==> src/rtl/dmem_arbiter_if.sv <==
// Bus bundle between the CPU data port, the host load/dump port and the data memory.
// The arbiter takes the slave modport; the surrounding system drives the master side.
interface dmem_arbiter_if #(
  parameter int AW = 16
);
  logic          cpu_req;
  logic          cpu_we;
  logic [AW-1:0] cpu_addr;
  logic [31:0]   cpu_wdata;
  logic          cpu_stall;
  logic          cpu_rvalid;
  logic [31:0]   cpu_rdata;

  logic          host_req;
  logic          host_we;
  logic [AW-1:0] host_addr;
  logic [31:0]   host_wdata;
  logic          host_gnt;
  logic          host_rvalid;
  logic [31:0]   host_rdata;

  logic          mem_en;
  logic          mem_we;
  logic [AW-1:0] mem_addr;
  logic [31:0]   mem_wdata;
  logic [31:0]   mem_rdata;

  modport slave (
    input  cpu_req, cpu_we, cpu_addr, cpu_wdata,
    output cpu_stall, cpu_rvalid, cpu_rdata,
    input  host_req, host_we, host_addr, host_wdata,
    output host_gnt, host_rvalid, host_rdata,
    output mem_en, mem_we, mem_addr, mem_wdata,
    input  mem_rdata
  );

  modport master (
    output cpu_req, cpu_we, cpu_addr, cpu_wdata,
    input  cpu_stall, cpu_rvalid, cpu_rdata,
    output host_req, host_we, host_addr, host_wdata,
    input  host_gnt, host_rvalid, host_rdata,
    input  mem_en, mem_we, mem_addr, mem_wdata,
    output mem_rdata
  );
endinterface

==> src/rtl/dmem_arbiter.sv <==
// CPU-priority arbiter for the single-port data memory with a bounded host starvation window.
// Define DMEM_ARB_STATS_EN to build the stall/beat statistics counters (tied to 0 otherwise).
module dmem_arbiter #(
  parameter int AW        = 16,
  parameter int MAX_WAIT  = 8,
  parameter int BURST_LEN = 4
) (
  input  logic          clk,
  input  logic          reset,
  dmem_arbiter_if.slave bus,
  output logic [31:0]   stat_cpu_stalls,
  output logic [31:0]   stat_host_beats
);

  localparam int WCW = $clog2(MAX_WAIT + 1);
  localparam int BCW = (BURST_LEN > 1) ? $clog2(BURST_LEN) : 1;
  localparam logic [WCW-1:0] WAIT_MAX   = WCW'(MAX_WAIT);
  localparam logic [WCW-1:0] WAIT_ONE   = WCW'(1);
  localparam logic [WCW-1:0] WAIT_ZERO  = WCW'(0);
  localparam logic [BCW-1:0] BURST_LAST = BCW'(BURST_LEN - 1);
  localparam logic [BCW-1:0] BURST_ONE  = BCW'(1);
  localparam logic [BCW-1:0] BURST_ZERO = BCW'(0);

  typedef enum logic [1:0] {
    OWN_NONE = 2'd0,
    OWN_CPU  = 2'd1,
    OWN_HOST = 2'd2
  } owner_e;

  logic [WCW-1:0] wait_cnt_r;
  logic [BCW-1:0] burst_cnt_r;
  owner_e         rd_owner_r;
  logic [31:0]    cpu_hold_r;
  logic [31:0]    host_hold_r;

  logic           host_gnt_s;
  logic           cpu_gnt_s;
  logic           cpu_stall_s;
  logic           mem_en_s;
  logic           mem_we_s;
  logic [AW-1:0]  mem_addr_s;
  logic [31:0]    mem_wdata_s;
  logic           cpu_rvalid_s;
  logic           host_rvalid_s;
  logic [31:0]    cpu_rdata_s;
  logic [31:0]    host_rdata_s;

  // Grant decision: host only wins when the CPU is idle, the host has starved, or a burst is open.
  always_comb begin
    host_gnt_s  = 1'b0;
    cpu_gnt_s   = 1'b0;
    cpu_stall_s = 1'b0;
    if (reset) begin
      host_gnt_s  = 1'b0;
      cpu_gnt_s   = 1'b0;
      cpu_stall_s = 1'b0;
    end else begin
      host_gnt_s  = bus.host_req &&
                    (!bus.cpu_req || (wait_cnt_r == WAIT_MAX) || (burst_cnt_r != BURST_ZERO));
      cpu_gnt_s   = bus.cpu_req && !host_gnt_s;
      cpu_stall_s = bus.cpu_req && !cpu_gnt_s;
    end
  end

  // Memory port mux, idle value is all-zero.
  always_comb begin
    mem_en_s    = 1'b0;
    mem_we_s    = 1'b0;
    mem_addr_s  = {AW{1'b0}};
    mem_wdata_s = 32'd0;
    if (host_gnt_s) begin
      mem_en_s    = 1'b1;
      mem_we_s    = bus.host_we;
      mem_addr_s  = bus.host_addr;
      mem_wdata_s = bus.host_wdata;
    end else if (cpu_gnt_s) begin
      mem_en_s    = 1'b1;
      mem_we_s    = bus.cpu_we;
      mem_addr_s  = bus.cpu_addr;
      mem_wdata_s = bus.cpu_wdata;
    end else begin
      mem_en_s    = 1'b0;
    end
  end

  // Starvation counter, burst counter and read-return owner.
  always_ff @(posedge clk or posedge reset) begin
    if (reset) begin
      wait_cnt_r  <= WAIT_ZERO;
      burst_cnt_r <= BURST_ZERO;
      rd_owner_r  <= OWN_NONE;
    end else begin
      if (!bus.host_req || host_gnt_s) begin
        wait_cnt_r <= WAIT_ZERO;
      end else if (wait_cnt_r != WAIT_MAX) begin
        wait_cnt_r <= wait_cnt_r + WAIT_ONE;
      end else begin
        wait_cnt_r <= wait_cnt_r;
      end

      // Wrapping on the last beat also keeps the counter at 0 when BURST_LEN is 1.
      if (!bus.host_req || (host_gnt_s && (burst_cnt_r == BURST_LAST))) begin
        burst_cnt_r <= BURST_ZERO;
      end else if (host_gnt_s) begin
        burst_cnt_r <= burst_cnt_r + BURST_ONE;
      end else begin
        burst_cnt_r <= burst_cnt_r;
      end

      if (host_gnt_s && !bus.host_we) begin
        rd_owner_r <= OWN_HOST;
      end else if (cpu_gnt_s && !bus.cpu_we) begin
        rd_owner_r <= OWN_CPU;
      end else begin
        rd_owner_r <= OWN_NONE;
      end
    end
  end

  // Capture returned read data so each port's rdata holds between its own reads.
  always_ff @(posedge clk or posedge reset) begin
    if (reset) begin
      cpu_hold_r  <= 32'd0;
      host_hold_r <= 32'd0;
    end else begin
      case (rd_owner_r)
        OWN_CPU:  cpu_hold_r  <= bus.mem_rdata;
        OWN_HOST: host_hold_r <= bus.mem_rdata;
        default: begin
          cpu_hold_r  <= cpu_hold_r;
          host_hold_r <= host_hold_r;
        end
      endcase
    end
  end

  // Read return: memory data passes straight through in the cycle after the grant.
  always_comb begin
    cpu_rvalid_s  = 1'b0;
    host_rvalid_s = 1'b0;
    cpu_rdata_s   = cpu_hold_r;
    host_rdata_s  = host_hold_r;
    case (rd_owner_r)
      OWN_CPU: begin
        cpu_rvalid_s = 1'b1;
        cpu_rdata_s  = bus.mem_rdata;
      end
      OWN_HOST: begin
        host_rvalid_s = 1'b1;
        host_rdata_s  = bus.mem_rdata;
      end
      default: begin
        cpu_rvalid_s  = 1'b0;
        host_rvalid_s = 1'b0;
      end
    endcase
  end

  assign bus.host_gnt    = host_gnt_s;
  assign bus.cpu_stall   = cpu_stall_s;
  assign bus.mem_en      = mem_en_s;
  assign bus.mem_we      = mem_we_s;
  assign bus.mem_addr    = mem_addr_s;
  assign bus.mem_wdata   = mem_wdata_s;
  assign bus.cpu_rvalid  = cpu_rvalid_s;
  assign bus.cpu_rdata   = cpu_rdata_s;
  assign bus.host_rvalid = host_rvalid_s;
  assign bus.host_rdata  = host_rdata_s;

`ifdef DMEM_ARB_STATS_EN
  logic [31:0] stall_cnt_r;
  logic [31:0] beat_cnt_r;

  // Free-running wrap-around statistics.
  always_ff @(posedge clk or posedge reset) begin
    if (reset) begin
      stall_cnt_r <= 32'd0;
      beat_cnt_r  <= 32'd0;
    end else begin
      stall_cnt_r <= cpu_stall_s ? (stall_cnt_r + 32'd1) : stall_cnt_r;
      beat_cnt_r  <= host_gnt_s  ? (beat_cnt_r + 32'd1)  : beat_cnt_r;
    end
  end

  assign stat_cpu_stalls = stall_cnt_r;
  assign stat_host_beats = beat_cnt_r;
`else
  assign stat_cpu_stalls = 32'd0;
  assign stat_host_beats = 32'd0;
`endif

endmodule

==> src/flat_wrapper.sv <==
// flat-port wrapper written by rule: the top's interface ports become plain ports
module dmem_arbiter_flat 
#(
  parameter int AW        = 16,
  parameter int MAX_WAIT  = 8,
  parameter int BURST_LEN = 4
)
  (clk, reset, stat_cpu_stalls, stat_host_beats, bus_cpu_req, bus_cpu_we, bus_cpu_addr, bus_cpu_wdata, bus_cpu_stall, bus_cpu_rvalid, bus_cpu_rdata, bus_host_req, bus_host_we, bus_host_addr, bus_host_wdata, bus_host_gnt, bus_host_rvalid, bus_host_rdata, bus_mem_en, bus_mem_we, bus_mem_addr, bus_mem_wdata, bus_mem_rdata);
  dmem_arbiter_if #(.AW(AW)) bus_i ();
  input  logic clk;
  input  logic reset;
  output logic [31:0] stat_cpu_stalls;
  output logic [31:0] stat_host_beats;
  input wire logic [$bits(bus_i.cpu_req)-1:0] bus_cpu_req;
  input wire logic [$bits(bus_i.cpu_we)-1:0] bus_cpu_we;
  input wire logic [$bits(bus_i.cpu_addr)-1:0] bus_cpu_addr;
  input wire logic [$bits(bus_i.cpu_wdata)-1:0] bus_cpu_wdata;
  output wire logic [$bits(bus_i.cpu_stall)-1:0] bus_cpu_stall;
  output wire logic [$bits(bus_i.cpu_rvalid)-1:0] bus_cpu_rvalid;
  output wire logic [$bits(bus_i.cpu_rdata)-1:0] bus_cpu_rdata;
  input wire logic [$bits(bus_i.host_req)-1:0] bus_host_req;
  input wire logic [$bits(bus_i.host_we)-1:0] bus_host_we;
  input wire logic [$bits(bus_i.host_addr)-1:0] bus_host_addr;
  input wire logic [$bits(bus_i.host_wdata)-1:0] bus_host_wdata;
  output wire logic [$bits(bus_i.host_gnt)-1:0] bus_host_gnt;
  output wire logic [$bits(bus_i.host_rvalid)-1:0] bus_host_rvalid;
  output wire logic [$bits(bus_i.host_rdata)-1:0] bus_host_rdata;
  output wire logic [$bits(bus_i.mem_en)-1:0] bus_mem_en;
  output wire logic [$bits(bus_i.mem_we)-1:0] bus_mem_we;
  output wire logic [$bits(bus_i.mem_addr)-1:0] bus_mem_addr;
  output wire logic [$bits(bus_i.mem_wdata)-1:0] bus_mem_wdata;
  input wire logic [$bits(bus_i.mem_rdata)-1:0] bus_mem_rdata;
  assign bus_i.cpu_req = bus_cpu_req;
  assign bus_i.cpu_we = bus_cpu_we;
  assign bus_i.cpu_addr = bus_cpu_addr;
  assign bus_i.cpu_wdata = bus_cpu_wdata;
  assign bus_cpu_stall = bus_i.cpu_stall;
  assign bus_cpu_rvalid = bus_i.cpu_rvalid;
  assign bus_cpu_rdata = bus_i.cpu_rdata;
  assign bus_i.host_req = bus_host_req;
  assign bus_i.host_we = bus_host_we;
  assign bus_i.host_addr = bus_host_addr;
  assign bus_i.host_wdata = bus_host_wdata;
  assign bus_host_gnt = bus_i.host_gnt;
  assign bus_host_rvalid = bus_i.host_rvalid;
  assign bus_host_rdata = bus_i.host_rdata;
  assign bus_mem_en = bus_i.mem_en;
  assign bus_mem_we = bus_i.mem_we;
  assign bus_mem_addr = bus_i.mem_addr;
  assign bus_mem_wdata = bus_i.mem_wdata;
  assign bus_i.mem_rdata = bus_mem_rdata;
  dmem_arbiter #(.AW(AW), .MAX_WAIT(MAX_WAIT), .BURST_LEN(BURST_LEN)) u_core (.clk(clk), .reset(reset), .bus(bus_i), .stat_cpu_stalls(stat_cpu_stalls), .stat_host_beats(stat_host_beats));
endmodule
==> config.mk <==
export PLATFORM = sky130hd
export DESIGN_NAME = dmem_arbiter_flat
export DESIGN_NICKNAME = d
export VERILOG_FILES = /design/src/rtl/dmem_arbiter_if.sv /design/src/rtl/dmem_arbiter.sv /design/src/flat_wrapper.sv
export SDC_FILE = /design/constraint.sdc
export NUM_CORES = 1
export LEC_CHECK = 0
export BUFFER_PORTS_ARGS = -buffer_cell sky130_fd_sc_hd__buf_2
export CAP_MARGIN = 20
export CORE_AREA = 5 5 118 120
export CTS_BUF_LIST = sky130_fd_sc_hd__clkbuf_4 sky130_fd_sc_hd__clkbuf_8
export DETAILED_ROUTE_END_ITERATION = 10
export DIE_AREA = 0 0 123 125
export PLACE_DENSITY = 0.71
export SYNTH_ARGS = -nofsm -noshare
export SYNTH_HDL_FRONTEND = slang
export SYNTH_SLANG_ARGS = --single-unit
==> constraint.sdc <==
create_clock -name clk -period 3.8 [get_ports clk]
set_input_delay 0.38 -clock clk [delete_from_list [all_inputs] [get_ports clk]]
set_output_delay 0.38 -clock clk [all_outputs]
set_load 0.005 [all_outputs]
# [Yosys cells after proc, flatten, opt, wreduce, memory -nomap -nowiden]
# Cells that the tools add are included.
[op_classes] add_sub_neg=2 n_eq_ne=5 muxes=21 n_reduce_logical=19
[ops] operator="$mux W32" n=4
[ops] operator="$mux W16" n=2
[ops] operator="$mux W1" n=10
[ops] operator="$mux W4" n=2
[ops] operator="$logic_and A1 B1 Y1" n=6
[ops] operator="$logic_not A1 Y1" n=6
[ops] operator="$mux W2" n=3
[ops] operator="$reduce_bool A2 Y1" n=3
[ops] operator="$add A4 B1 Y4 const B" n=1
[ops] operator="$eq A2 B2 Y1 const B" n=2
[ops] operator="$eq A4 B4 Y1 const B" n=1
[ops] operator="$logic_or A1 B1 Y1" n=4
[ops] operator="$ne A4 B4 Y1 const B" n=1
[ops] operator="$add A2 B1 Y2 const B" n=1
[ops] operator="$eq A2 B1 Y1 const B" n=1
[totals] register_bits=72 in_bits=134 out_inout_bits=182 wordCells=52

# [Longest topological paths before layout]
# Gate-level depths: netlist of run 1.
[depth] ltp_word=10 depth_mapped=8 depth_no_buf=5

# [Worst setup path after synthesis of run 1]
# OpenSTA, ideal clock, no wires.
[synth_path] path_type="input -> output" start="input reset" end="output bus_cpu_stall" arrival_time_ns=3.385 required_time_ns=3.420 setup_slack_ns=0.035 stages=4 path_buffers=2 cell_sequence="clkbuf_1 > clkinv_1 > clkbuf_1 > and3_1"
[synth_via] elab_chain_cells=1
[synth_lines] element="start, declared" line="flat_wrapper.sv:11" source="input logic reset;"
[synth_lines] element="$mux W1" line="dmem_arbiter.sv:53" source="if (reset) begin"
[synth_lines] element="end, declared" line="flat_wrapper.sv:18" source="output wire logic [$bits(bus_i.cpu_stall)-1:0] bus_cpu_stall;"
# No other way between the ends.

# [Final worst setup path of run 1]
[layout_path] start="register u_core.wait_cnt_r[0]" end="output bus_mem_wdata[4]"
[layout_via] elab_chain_cells=9 elab_cells_between_ends=10 classes_between="1 x eq/ne; 4 x mux; 5 x reduce/logical"
[layout_lines] element="start, declared" line="dmem_arbiter.sv:30" source="logic [WCW-1:0] wait_cnt_r;"
[layout_lines] element="start signal, assigned" line="dmem_arbiter.sv:96" source="wait_cnt_r <= wait_cnt_r + WAIT_ONE;"
[layout_lines] element="start signal, assigned" line="dmem_arbiter.sv:98" source="wait_cnt_r <= wait_cnt_r;"
[layout_lines] element="$eq A4 B4 Y1 *" line="dmem_arbiter.sv:59" source="(!bus.cpu_req || (wait_cnt_r == WAIT_MAX) || (burst_cnt_r != BURST_ZERO));"
[layout_lines] element="$logic_or A1 B1 Y1 * (2 in a row)" line="dmem_arbiter.sv:59"
[layout_lines] element="$logic_and A1 B1 Y1 *" line="dmem_arbiter.sv:58" source="host_gnt_s = bus.host_req &&"
[layout_lines] element="$logic_not A1 Y1" line="dmem_arbiter.sv:60" source="cpu_gnt_s = bus.cpu_req && !host_gnt_s;"
[layout_lines] element="$logic_and A1 B1 Y1" line="dmem_arbiter.sv:60"
[layout_lines] element="$mux W1" line="dmem_arbiter.sv:53"
[layout_lines] element="$mux W32" line="dmem_arbiter.sv:76" source="end else if (cpu_gnt_s) begin"
[layout_lines] element="$mux W32 *" line="dmem_arbiter.sv:71" source="if (host_gnt_s) begin"
[layout_lines] element="end, declared" line="flat_wrapper.sv:31" source="output wire logic [$bits(bus_i.mem_wdata)-1:0] bus_mem_wdata;"
# Every way passes the cells marked *; elsewhere a longest branch is shown, timed or not.

==> metrics.txt, run 1 <==
run status completed; WP data required 3.42 ns; worst-path fanout max 53; clk buf depth 2; Leak 2.86 nW; worst hold path type primary input to async pin; Netlist cell types 33; Detailed Route Iter0 Violations 179; # Max-Cap Violations 0; setup violators final 0; critical path class register to output pin; Combinational Power Share between 30% and 40%; max-slew violation count 0; cells after synthesis 426; via/cell ratio roughly 4.5; post-synthesis register bit count between 70 and 80; critical path, cell by cell inv_1 > ha_1 > nand4b_1 > and2_2 > o21ai_1 > buf_2; Resize count post-CTS 0; TNS Setup 0 ns; Reg clk slew, reported paths 0.07 ns; Clock Tree Root clkbuf_8; Clock Power Share 25.2%; IO Pins 316; first-pass GRT wire length 17800 um; fmax 370 MHz; max_slew headroom 37.3%; DP Cell Count 821; drt drc 0; chip height 125 um; HPWL Detailed 9450 um; largest net degree at the start of global routing 67; Tot Pwr between 2 and 2.5 mW; Core Box Area 12900 sq um; largest stage delay on the critical path 0.78 ns; minimum clock period after layout 2.71 ns; Post-CTS Hold Fix Bufs 0; GPL Wtd Cong 0.849; Die ar. 15400 sq um; gr usage total 14.4%; synthesized cell area 4200 sq um; arrival time worst endpoint 2.33 ns; FF+latch area 1800 sq um; Post-Route Skew 0.00653 ns; Non-Filler Instances 836; Int Pwr 1.68 mW; DR WL/cell 14.6 um; CP Launch Type register; initial antenna violation count 0; commonest non-fill, non-tap cell in the layout buf_2; share of layout cells above drive strength 1 52.0%; number of global-route vias before repair 3495; register area share after synthesis 42.9%; layout filler cell count 1279; RSZ-0062 raised after global routing false; post-route cell area 5500 sq um; Area growth, synth to finish 30.9%; num rows 42; Post-DP Area 5300 sq um; Post-CTS Setup Repair Bufs 0; Net Sw Frac 29.5%; Sequential Power Share between 40% and 50%; vias ~3800; Synth Warn # 0; Worst-Margin Slew 0.940 ns; Antenna Nets Post-Route 0; commonest non-fill, non-tap cells in the layout buf_2, dfrtp_1, mux2_2, conb_1, nand2_1; Switching Power 0.702 mW; slowest CP cell and2_2; worst-skew pair later-pin latency 0.34 ns; initial core utilization 32.6%; post-route clock period utilization 71.2%; CTS Sinks 72; total grt overflow 0; CTS tree done; pwr/cell area between 400 and 500 nW/um^2; Hold WS 0.177 ns; Post-Syn Area per Cell 9.86 sq um; Total Wirelength 12200 um; drt first pass iters 4; final hold vios 0; total CTS buffers 9; area of the multi-input gates 1950 sq um; diode count 0; Die Width 123 um; maximum VDD drop 0.167 mV; Layout Nets 794; Port Buf Inserts 251; H-tree depth 3; crit end category output pin
## kinds of logic (layout without fill, tap and decap cells)
| group | count (synthesis) | after routing | synth area share (%) |
|---|---|---|---|
| adder cells (fa/ha/maj) | 4 | 4 | 1.19 |
| XOR/XNOR | 3 | 3 | 0.625 |
| multiplexers | 65 | 65 | 17.4 |
| AND/OR/NAND/NOR | 120 | 120 | 14.6 |
| other | 1 | 64 | 0.0893 |
| buffers and inverters | 108 | 279 | 16.7 |
| flip-flops | 72 | 72 | 42.9 |
| AO/OA/AOI/OAI | 53 | 53 | 6.58 |
## registers in the layout, summed over array words and instances, names as in the netlist
name,count
u_core.rd_owner_r,2
u_core.wait_cnt_r,4
u_core.burst_cnt_r,2
u_core.cpu_hold_r,32
u_core.host_hold_r,32
## power groups by stage
stage                     Sequential [mW]  Combinational [mW]  Clock [mW]
after global routing                 1.03               0.858       0.655
after CTS                            1.01               0.784       0.624
after global placement               1.01               0.766           0
final                                1.01               0.771       0.601
after floorplan                      1.01               0.469           0
after detailed placement             1.03               0.780           0
## layer usage
| layer | GRT usage [%] | vias to the layer above | routed length (um) |
|---|---|---|---|
| li1 | - | 1810 | - |
| met1 | 17.6 | 1732 | 4810 |
| met5 | 0 | - | 0 |
| met3 | 4.25 | 21 | 1270 |
| met4 | 5.47 | 0 | 255 |
| met2 | 23.6 | 192 | 5850 |
## layout make-up
cell class	instances	area share [%]
well taps	176	4.00
flip-flops and latches	72	32.7
repair buffers	258	23.8
multi-input cells	309	35.4
inverters	6	0.455
clock inverters	4	0.978
clock buffers	11	2.64
## Yosys cell counts
master / number / area share (%)
nand2_1: 51 / 4.6
a2bb2oi_1: 1 / 0.21
nor3_2: 1 / 0.24
ha_1: 4 / 1.2
mux2_2: 64 / 17
xor2_1: 1 / 0.21
nor2_1: 7 / 0.63
and3b_1: 1 / 0.21
nor3_1: 1 / 0.12
o21ai_1: 46 / 5.5
clkbuf_1: 23 / 2.1
o21ai_0: 3 / 0.36
buf_1: 1 / 0.089
nor3b_1: 1 / 0.18
or3_1: 1 / 0.15
buf_6: 6 / 1.6
nor2b_1: 2 / 0.30
buf_2: 8 / 0.95
nand4b_1: 1 / 0.21
clkinv_1: 1 / 0.089
buf_4: 64 / 11
inv_1: 5 / 0.45
nand3_1: 2 / 0.24
and2_1: 1 / 0.15
and3_1: 1 / 0.15
nand2b_1: 1 / 0.15
o22ai_1: 2 / 0.30
xnor2_1: 2 / 0.42
nand4_1: 49 / 7.3
conb_1: 1 / 0.089
mux2i_1: 1 / 0.24
dfrtp_1: 72 / 43
a21bo_2: 1 / 0.24
## path summary, 6_finish.rpt
| check | startpoint | to | slack, ns | cells after the start |
|---|---|---|---|---|
| worst max-delay path | u_core.wait_cnt_r[0]$_DFFE_PP0P_ | bus_mem_wdata[4] | 1.09 | 6 |
| min in group clk | bus_host_we | u_core.rd_owner_r[1]$_DFF_PP0_ | 0.21 | 2 |
| worst min-delay path | reset | u_core.rd_owner_r[1]$_DFF_PP0_ | 0.18 | 2 |
| max in group asynchronous | reset | u_core.host_hold_r[25]$_DFF_PP0_ | 2.41 | 3 |
| worst min register to register | u_core.host_hold_r[28]$_DFF_PP0_ | u_core.host_hold_r[28]$_DFF_PP0_ | 0.49 | 1 |
| worst max register to register | u_core.wait_cnt_r[0]$_DFFE_PP0P_ | u_core.burst_cnt_r[1]$_DFFE_PP0P_ | 1.92 | 5 |
## critical path, delay by kind of cell, from the launching register on
kind / cells / cell delay (ns)
AO/OA/AOI/OAI: 1 / 0.22
adder cells (fa/ha/maj): 1 / 0.21
buffers and inverters: 2 / 0.25
flip-flops: 1 / 0.37
AND/OR/NAND/NOR: 2 / 0.91
## stage by stage
| stage | setup WS, ns | utilization (%) |
|---|---|---|
| CTS | 1.02 | 42.7 |
| global route | 0.899 | 42.7 |
| finish | 1.09 | 42.7 |
| detailed placement | 1.42 | 41.2 |
| global placement | 1.47 | 41.2 |
| floorplan | 0.0345 | - |
No activity file was read; power rests on OpenSTA's default activity.
==> run 2: changes to the inputs <==
CORE_AREA = 5 5 119 121   (was 5 5 118 120)
DIE_AREA = 0 0 124 126   (was 0 0 123 125)
PLACE_DENSITY = 0.67   (was 0.71)
clock period = 2.8 ns   (was 3.8 ns; I/O delays follow)
==> run 2 against run 1 <==
Register-to-register slack lost 0.79 ns. Hold slack lost 0.058 ns. Final cell count grew 0.24%. Cell area grew 1.4%. Combinational power grew 36%. Via count grew 0.96%. Critical endpoint is now bus_mem_wdata[18]. Highest routed layer unchanged. Count of clock-buffer cells in the layout shrank 2.
==> metrics.txt, run 2 (synthesis gave the netlist of run 1 again) <==
HPWL Detailed 9710 um (was 9450 um); minimum clock period after layout 2.46 ns; Final WS setup 0.342 ns (was 1.09 ns); crit-path leading delay family simple AND/OR/NAND/NOR gates (unchanged); final hold vios 0 (unchanged); worst hold path type primary input to register (was primary input to async pin); commonest non-fill, non-tap cells in the layout buf_2, dfrtp_1, mux2_2, conb_1, nand2_1 (unchanged); worst-skew pair later-pin latency 0.34 ns (about the same); largest net degree at the start of global routing 70 (was 67); DP Cell Count 822 (was 821); gr usage total 14.9% (was 14.4%); Worst-Margin Slew 0.702 ns (was 0.940 ns); CP Launch Type register (unchanged); CTS Sinks 72 (unchanged); CP Buf/Inv Count 3 (was 2); worst-path fanout max 17 (was 53); clk buf depth 2 (unchanged); Hold WS 0.119 ns (was 0.177 ns); Detailed Route Iter0 Violations 168 (was 179); slowest CP cell and2_1 (was and2_2); Core Box Area 13000 sq um (was 12900 sq um); Post-CTS Hold Fix Bufs 0 (unchanged); biggest regs u_core.cpu_hold_r: 32 flops, u_core.host_hold_r: 32 flops, u_core.wait_cnt_r: 4 flops (unchanged); Resize count post-CTS 0 (unchanged); chip height 126 um (was 125 um); GPL Wtd Cong 0.942 (was 0.849); arrival time worst endpoint 2.18 ns (was 2.33 ns); Post-Route Skew 0.00648 ns (was 0.00653 ns); Reg clk slew, reported paths 0.08 ns (was 0.07 ns); share of layout cells above drive strength 1 52.0% (about the same); number of global-route vias before repair 3762 (was 3495); IO Pins 316 (unchanged); Area growth, synth to finish 32.8% (was 30.9%); max-slew violation count 0 (unchanged); num rows 42 (unchanged); diode count 0 (unchanged); TNS Setup 0 ns (unchanged); drt drc 0 (unchanged); critical path class register to output pin (unchanged); Clock Tree Root clkbuf_8 (unchanged); layout filler cell count 1310 (was 1279); vias 3791 (was 3755); Die ar. 15600 sq um (was 15400 sq um); post-route clock period utilization between 80 and 90%; FF+latch area 1800 sq um (unchanged); maximum VDD drop 0.209 mV (was 0.167 mV); Port Buf Inserts 251 (unchanged); Non-Filler Instances 838 (was 836); CTS tree done (unchanged); pwr/cell area 617 nW/um^2 (was 433 nW/um^2); Post-CTS Setup Repair Bufs 0 (unchanged); largest stage delay on the critical path 0.55 ns (was 0.78 ns); first-pass GRT wire length 18900 um (was 17800 um); Tot Pwr 3.44 mW (was 2.38 mW); initial antenna violation count 0 (unchanged); # Max-Cap Violations 0 (unchanged); via/cell ratio 4.52 (was 4.49); DR WL/cell 14.9 um (was 14.6 um); Die Width 124 um (was 123 um); crit end category output pin (unchanged); Layout Nets 795 (was 794); WP data required 2.52 ns (was 3.42 ns); fmax between 400 and 500 MHz; Antenna Nets Post-Route 0 (unchanged); run status completed (unchanged); pre-CTS setup slack 0.700 ns (was 1.42 ns); H-tree depth 3 (unchanged); total CTS buffers 9 (unchanged); drt first pass iters 5 (was 4); commonest non-fill, non-tap cell in the layout buf_2 (unchanged); critical path, cell by cell inv_1 > ha_1 > a21bo_2 > and2_1 > buf_4 > o21ai_1 > buf_2 (was inv_1 > ha_1 > nand4b_1 > and2_2 > o21ai_1 > buf_2); total grt overflow 0 (unchanged); RSZ-0062 raised after global routing false (unchanged); initial core utilization 32.4% (was 32.6%); setup violators final 0 (unchanged); Leak 2.90 nW (was 2.86 nW); max_slew headroom 53.2% (was 37.3%); Total Wirelength 12500 um (was 12200 um); area of the multi-input gates 1950 sq um (about the same)
==> run 2: cell type report <==
type,instances,area share (%)
clock buffer,9,2.22
clock inverter,7,2.29
inverter,6,0.449
multi-input combinational,309,35.0
sequential,72,32.3
tap,176,3.95
timing repair buffer,259,23.8
==> run 2: path summary, 6_finish.rpt <==
kind,endpoint,slack (ns),cells after the start,from
min in group asynchronous,u_core.rd_owner_r[1]$_DFF_PP0_,0.14,2,reset
worst max-delay path,bus_mem_wdata[18],0.34,7,u_core.burst_cnt_r[0]$_DFFE_PP0P_
worst max register to register,u_core.burst_cnt_r[0]$_DFFE_PP0P_,1.13,5,u_core.wait_cnt_r[0]$_DFFE_PP0P_
max in group asynchronous,u_core.host_hold_r[27]$_DFF_PP0_,1.54,3,reset
worst min-delay path,u_core.rd_owner_r[0]$_DFF_PP0_,0.12,2,bus_cpu_we
worst min register to register,u_core.cpu_hold_r[6]$_DFF_PP0_,0.50,1,u_core.cpu_hold_r[6]$_DFF_PP0_
==> run 2: worst register-to-register path, delay by kind of cell (launching register included) <==
family,cells,cell delay [ns]
AO/OA/AOI/OAI,2,0.61
flip-flops,1,0.40
AND/OR/NAND/NOR,1,0.26
adder cells (fa/ha/maj),1,0.16
buffers and inverters,1,0.09
==> run 2: metrics by stage <==
stage / utilization (%) / area (sq um)
2_1_floorplan: - / 4440
3_3_place_gp: 41.0 / 5330
3_5_place_dp: 41.0 / 5330
4_1_cts: 43.0 / 5580
5_1_grt: 43.0 / 5580
6_report: 43.0 / 5580
==> run 2: power by group <==
part | switching, mW | internal, mW
Combinational | 0.514 | 0.539
Sequential | 0.0650 | 1.30
Clock | 0.413 | 0.604
==> run 2: routing by layer <==
metal  global-route usage, %  routed length (um)
met2                    25.0                6170
met4                    4.57                 261
met5                       0                   0
met3                    4.89                1230
met1                    18.1                4840
==> run 3: changes to the inputs <==
ABC_AREA = 1   (was default)
CORE_AREA = 5 5 121 123   (was 5 5 119 121)
DIE_AREA = 0 0 126 128   (was 0 0 124 126)
PLACE_DENSITY = default   (was 0.67)
==> run 3 against run 2 <==
Hold slack improved by 0.00075 ns. Clock skew is 0.0028 ns higher. Maximum frequency down 1.8%. Count of clock-buffer cells in the layout rose by 1. Area after synthesis is 4.6% lower. Critical endpoint is now bus_mem_wdata[23]. Largest cell class is now registers. Highest routed layer unchanged.
==> metrics.txt, run 3 <==
crit end category output pin (unchanged); RSZ-0062 raised after global routing false (unchanged); Worst-Margin Slew 0.904 ns (was 0.702 ns); top cells by area, synth dfrtp_1, nand2_1, buf_4, o21ai_0, nand3_1 (was dfrtp_1, mux2_2, buf_4, nand4_1, o21ai_1); max_slew headroom 39.7% (was 53.2%); total grt overflow 0 (unchanged); critical path class register to output pin (unchanged); critical path, cell by cell inv_1 > ha_1 > nand3_2 > nand2_2 > nand2_2 > buf_4 > nand3_1 > nand2_1 > buf_2 (was inv_1 > ha_1 > a21bo_2 > and2_1 > buf_4 > o21ai_1 > buf_2); fmax 400 MHz (was 407 MHz); Synth Flop Type dfrtp_1 (unchanged); Core Util, Final 39.8% (was 43.0%); register area share after synthesis 44.9% (was 42.9%); IO Pins 316 (unchanged); DP Cell Count 932 (was 822); most common library cells after synthesis nand2_1, dfrtp_1, buf_4, o21ai_0, nand3_1 (was dfrtp_1, buf_4, mux2_2); commonest non-fill, non-tap cell in the layout buf_2 (unchanged); Hold WS 0.120 ns (was 0.119 ns); HPWL Detailed 9630 um (was 9710 um); drt drc 0 (unchanged); TNS Setup 0 ns (unchanged); worst-path fanout max 26 (was 17); CTS Sinks 72 (unchanged); largest net degree at the start of global routing 75 (was 70); biggest regs u_core.cpu_hold_r: 32 flops, u_core.host_hold_r: 32 flops, u_core.wait_cnt_r: 4 flops (unchanged); Final WS setup 0.298 ns (was 0.342 ns); largest stage delay on the critical path 0.37 ns (was 0.55 ns); share of layout cells above drive strength 1 37.1% (was 52.0%); Layout Nets 901 (was 795); post-synthesis register bit count 72 (unchanged); diode count 0 (unchanged); Post-Syn Area per Cell 7.68 sq um (was 9.86 sq um); drt first pass iters 5 (unchanged); pwr/cell area 579 nW/um^2 (was 617 nW/um^2); run status completed (unchanged); Die Width 126 um (was 124 um); vias 3935 (was 3791); Post-CTS Setup Repair Bufs 0 (unchanged); worst-skew pair later-pin latency 0.33 ns (was 0.34 ns); FF+latch area 1800 sq um (unchanged); Total Wirelength 11900 um (was 12500 um); chip height 128 um (was 126 um); CP Launch Type register (unchanged); Port Buf Inserts 251 (unchanged); initial core utilization 29.6% (was 32.4%); EDFF count, synth 0 (unchanged); H-tree depth 3 (unchanged); Leak 3.33 nW (was 2.90 nW); DR WL/cell 12.6 um (was 14.9 um); Clock Tree Root clkbuf_8 (unchanged); area of the multi-input gates 1650 sq um (was 1950 sq um); Post-CTS Hold Fix Bufs 0 (unchanged); Netlist cell types 21 (was 33); Antenna Nets Post-Route 0 (unchanged); worst hold path type primary input to register (unchanged); max-slew violation count 0 (unchanged); # Max-Cap Violations 0 (unchanged); commonest non-fill, non-tap cells in the layout buf_2, nand2_1, dfrtp_1 (was buf_2, dfrtp_1, mux2_2, conb_1, nand2_1); final hold vios 0 (unchanged); initial antenna violation count 0 (unchanged); Post-Route Skew 0.00932 ns (was 0.00648 ns); cells after synthesis 522 (was 426); total CTS buffers 9 (unchanged); number of global-route vias before repair 3758 (was 3762); arrival time worst endpoint 2.22 ns (was 2.18 ns); Synth Warn # 0 (unchanged); layout filler cell count 1445 (was 1310); post-synth top area share 44.9% (was 42.9%); post-route clock period utilization 89.4% (was 87.8%); Die ar. 16100 sq um (was 15600 sq um); Area growth, synth to finish 34.5% (was 32.8%); CTS tree done (unchanged); Non-Filler Instances 948 (was 838); slowest CP cell dfrtp_1 (was and2_1); setup violators final 0 (unchanged); top-count cell post-synth nand2_1 (was dfrtp_1); clk buf depth 2 (unchanged); minimum clock period after layout 2.50 ns (was 2.46 ns); synthesized cell area 4010 sq um (was 4200 sq um); Synth async-reset ratio 100% (unchanged); maximum VDD drop 0.282 mV (was 0.209 mV); via/cell ratio 4.15 (was 4.52); Core Box Area 13600 sq um (was 13000 sq um); pre-CTS setup slack 0.651 ns (was 0.700 ns); Resize count post-CTS 0 (unchanged); Reg clk slew, reported paths 0.08 ns (about the same); GPL Wtd Cong 0.789 (was 0.942); WP data required 2.52 ns (about the same); first-pass GRT wire length 18200 um (was 18900 um); area leader, netlist dfrtp_1 (unchanged); Detailed Route Iter0 Violations 159 (was 168); num rows 43 (was 42); critical path's most frequent cell nand2_2; gr usage total 13.5% (was 14.9%)
[run 3: path summary, 6_finish.rpt]
| check | to | slack (ns) | cells past startpoint | from |
|---|---|---|---|---|
| max in group asynchronous | u_core.cpu_hold_r[11]$_DFF_PP0_ | 1.89 | 3 | reset |
| min in group asynchronous | u_core.burst_cnt_r[0]$_DFFE_PP0P_ | 0.30 | 3 | reset |
| hold / removal | u_core.rd_owner_r[0]$_DFF_PP0_ | 0.12 | 2 | bus_cpu_we |
| hold reg to reg | u_core.host_hold_r[20]$_DFF_PP0_ | 0.50 | 2 | u_core.host_hold_r[20]$_DFF_PP0_ |
| setup / recovery | bus_mem_wdata[23] | 0.30 | 9 | u_core.wait_cnt_r[0]$_DFFE_PP0P_ |
| setup reg to reg | u_core.rd_owner_r[0]$_DFF_PP0_ | 1.19 | 7 | u_core.wait_cnt_r[0]$_DFFE_PP0P_ |
[run 3: layout make-up]
cell class	instances	area share, %
Multi-Input combinational cell	375	30.5
Clock inverter	6	1.39
Sequential cell	72	33.4
Timing Repair Buffer	259	24.6
Clock buffer	10	2.55
Tap cell	180	4.17
Inverter	46	3.32
[run 3: critical path: cells and delay by family (launching register included)]
kind,cells,cell delay [ns]
fa+ha+maj,1,0.23
buf+inv,3,0.51
flops,1,0.37
simple gates,5,0.77
[run 3: where the power goes]
| group | switching (mW) | internal [mW] |
|---|---|---|
| Combinational | 0.512 | 0.396 |
| Sequential | 0.0611 | 1.28 |
| Clock | 0.425 | 0.450 |
| Total | 0.998 | 2.12 |
[run 3: per-stage QoR]
step	instance area (sq um)	power [mW]
2_1_floorplan	4250	1.86
3_5_place_dp	5180	2.29
4_1_cts	5400	3.19
6_report	5400	3.12
3_3_place_gp	5180	2.27
5_1_grt	5400	3.38
[run 3: logic make-up (layout without fill, tap and decap cells)]
logic type	after synthesis	in the layout	synth area share (%)
AO/OA/AOI/OAI	66	66	8.24
XOR/XNOR	3	3	0.655
adder cells (fa/ha/maj)	4	4	1.25
buffers and inverters	138	321	20.1
flip-flops	72	72	44.9
other	1	64	0.0935
AND/OR/NAND/NOR	238	238	24.7
[run 3: routing by layer]
layer	track usage, %	share of wire, %	vias up
li1	-	-	1994
met1	17.2	42	1762
met2	23.1	49	169
met3	3.38	7.9	10
met4	3.47	1.0	0
met5	0	0	-
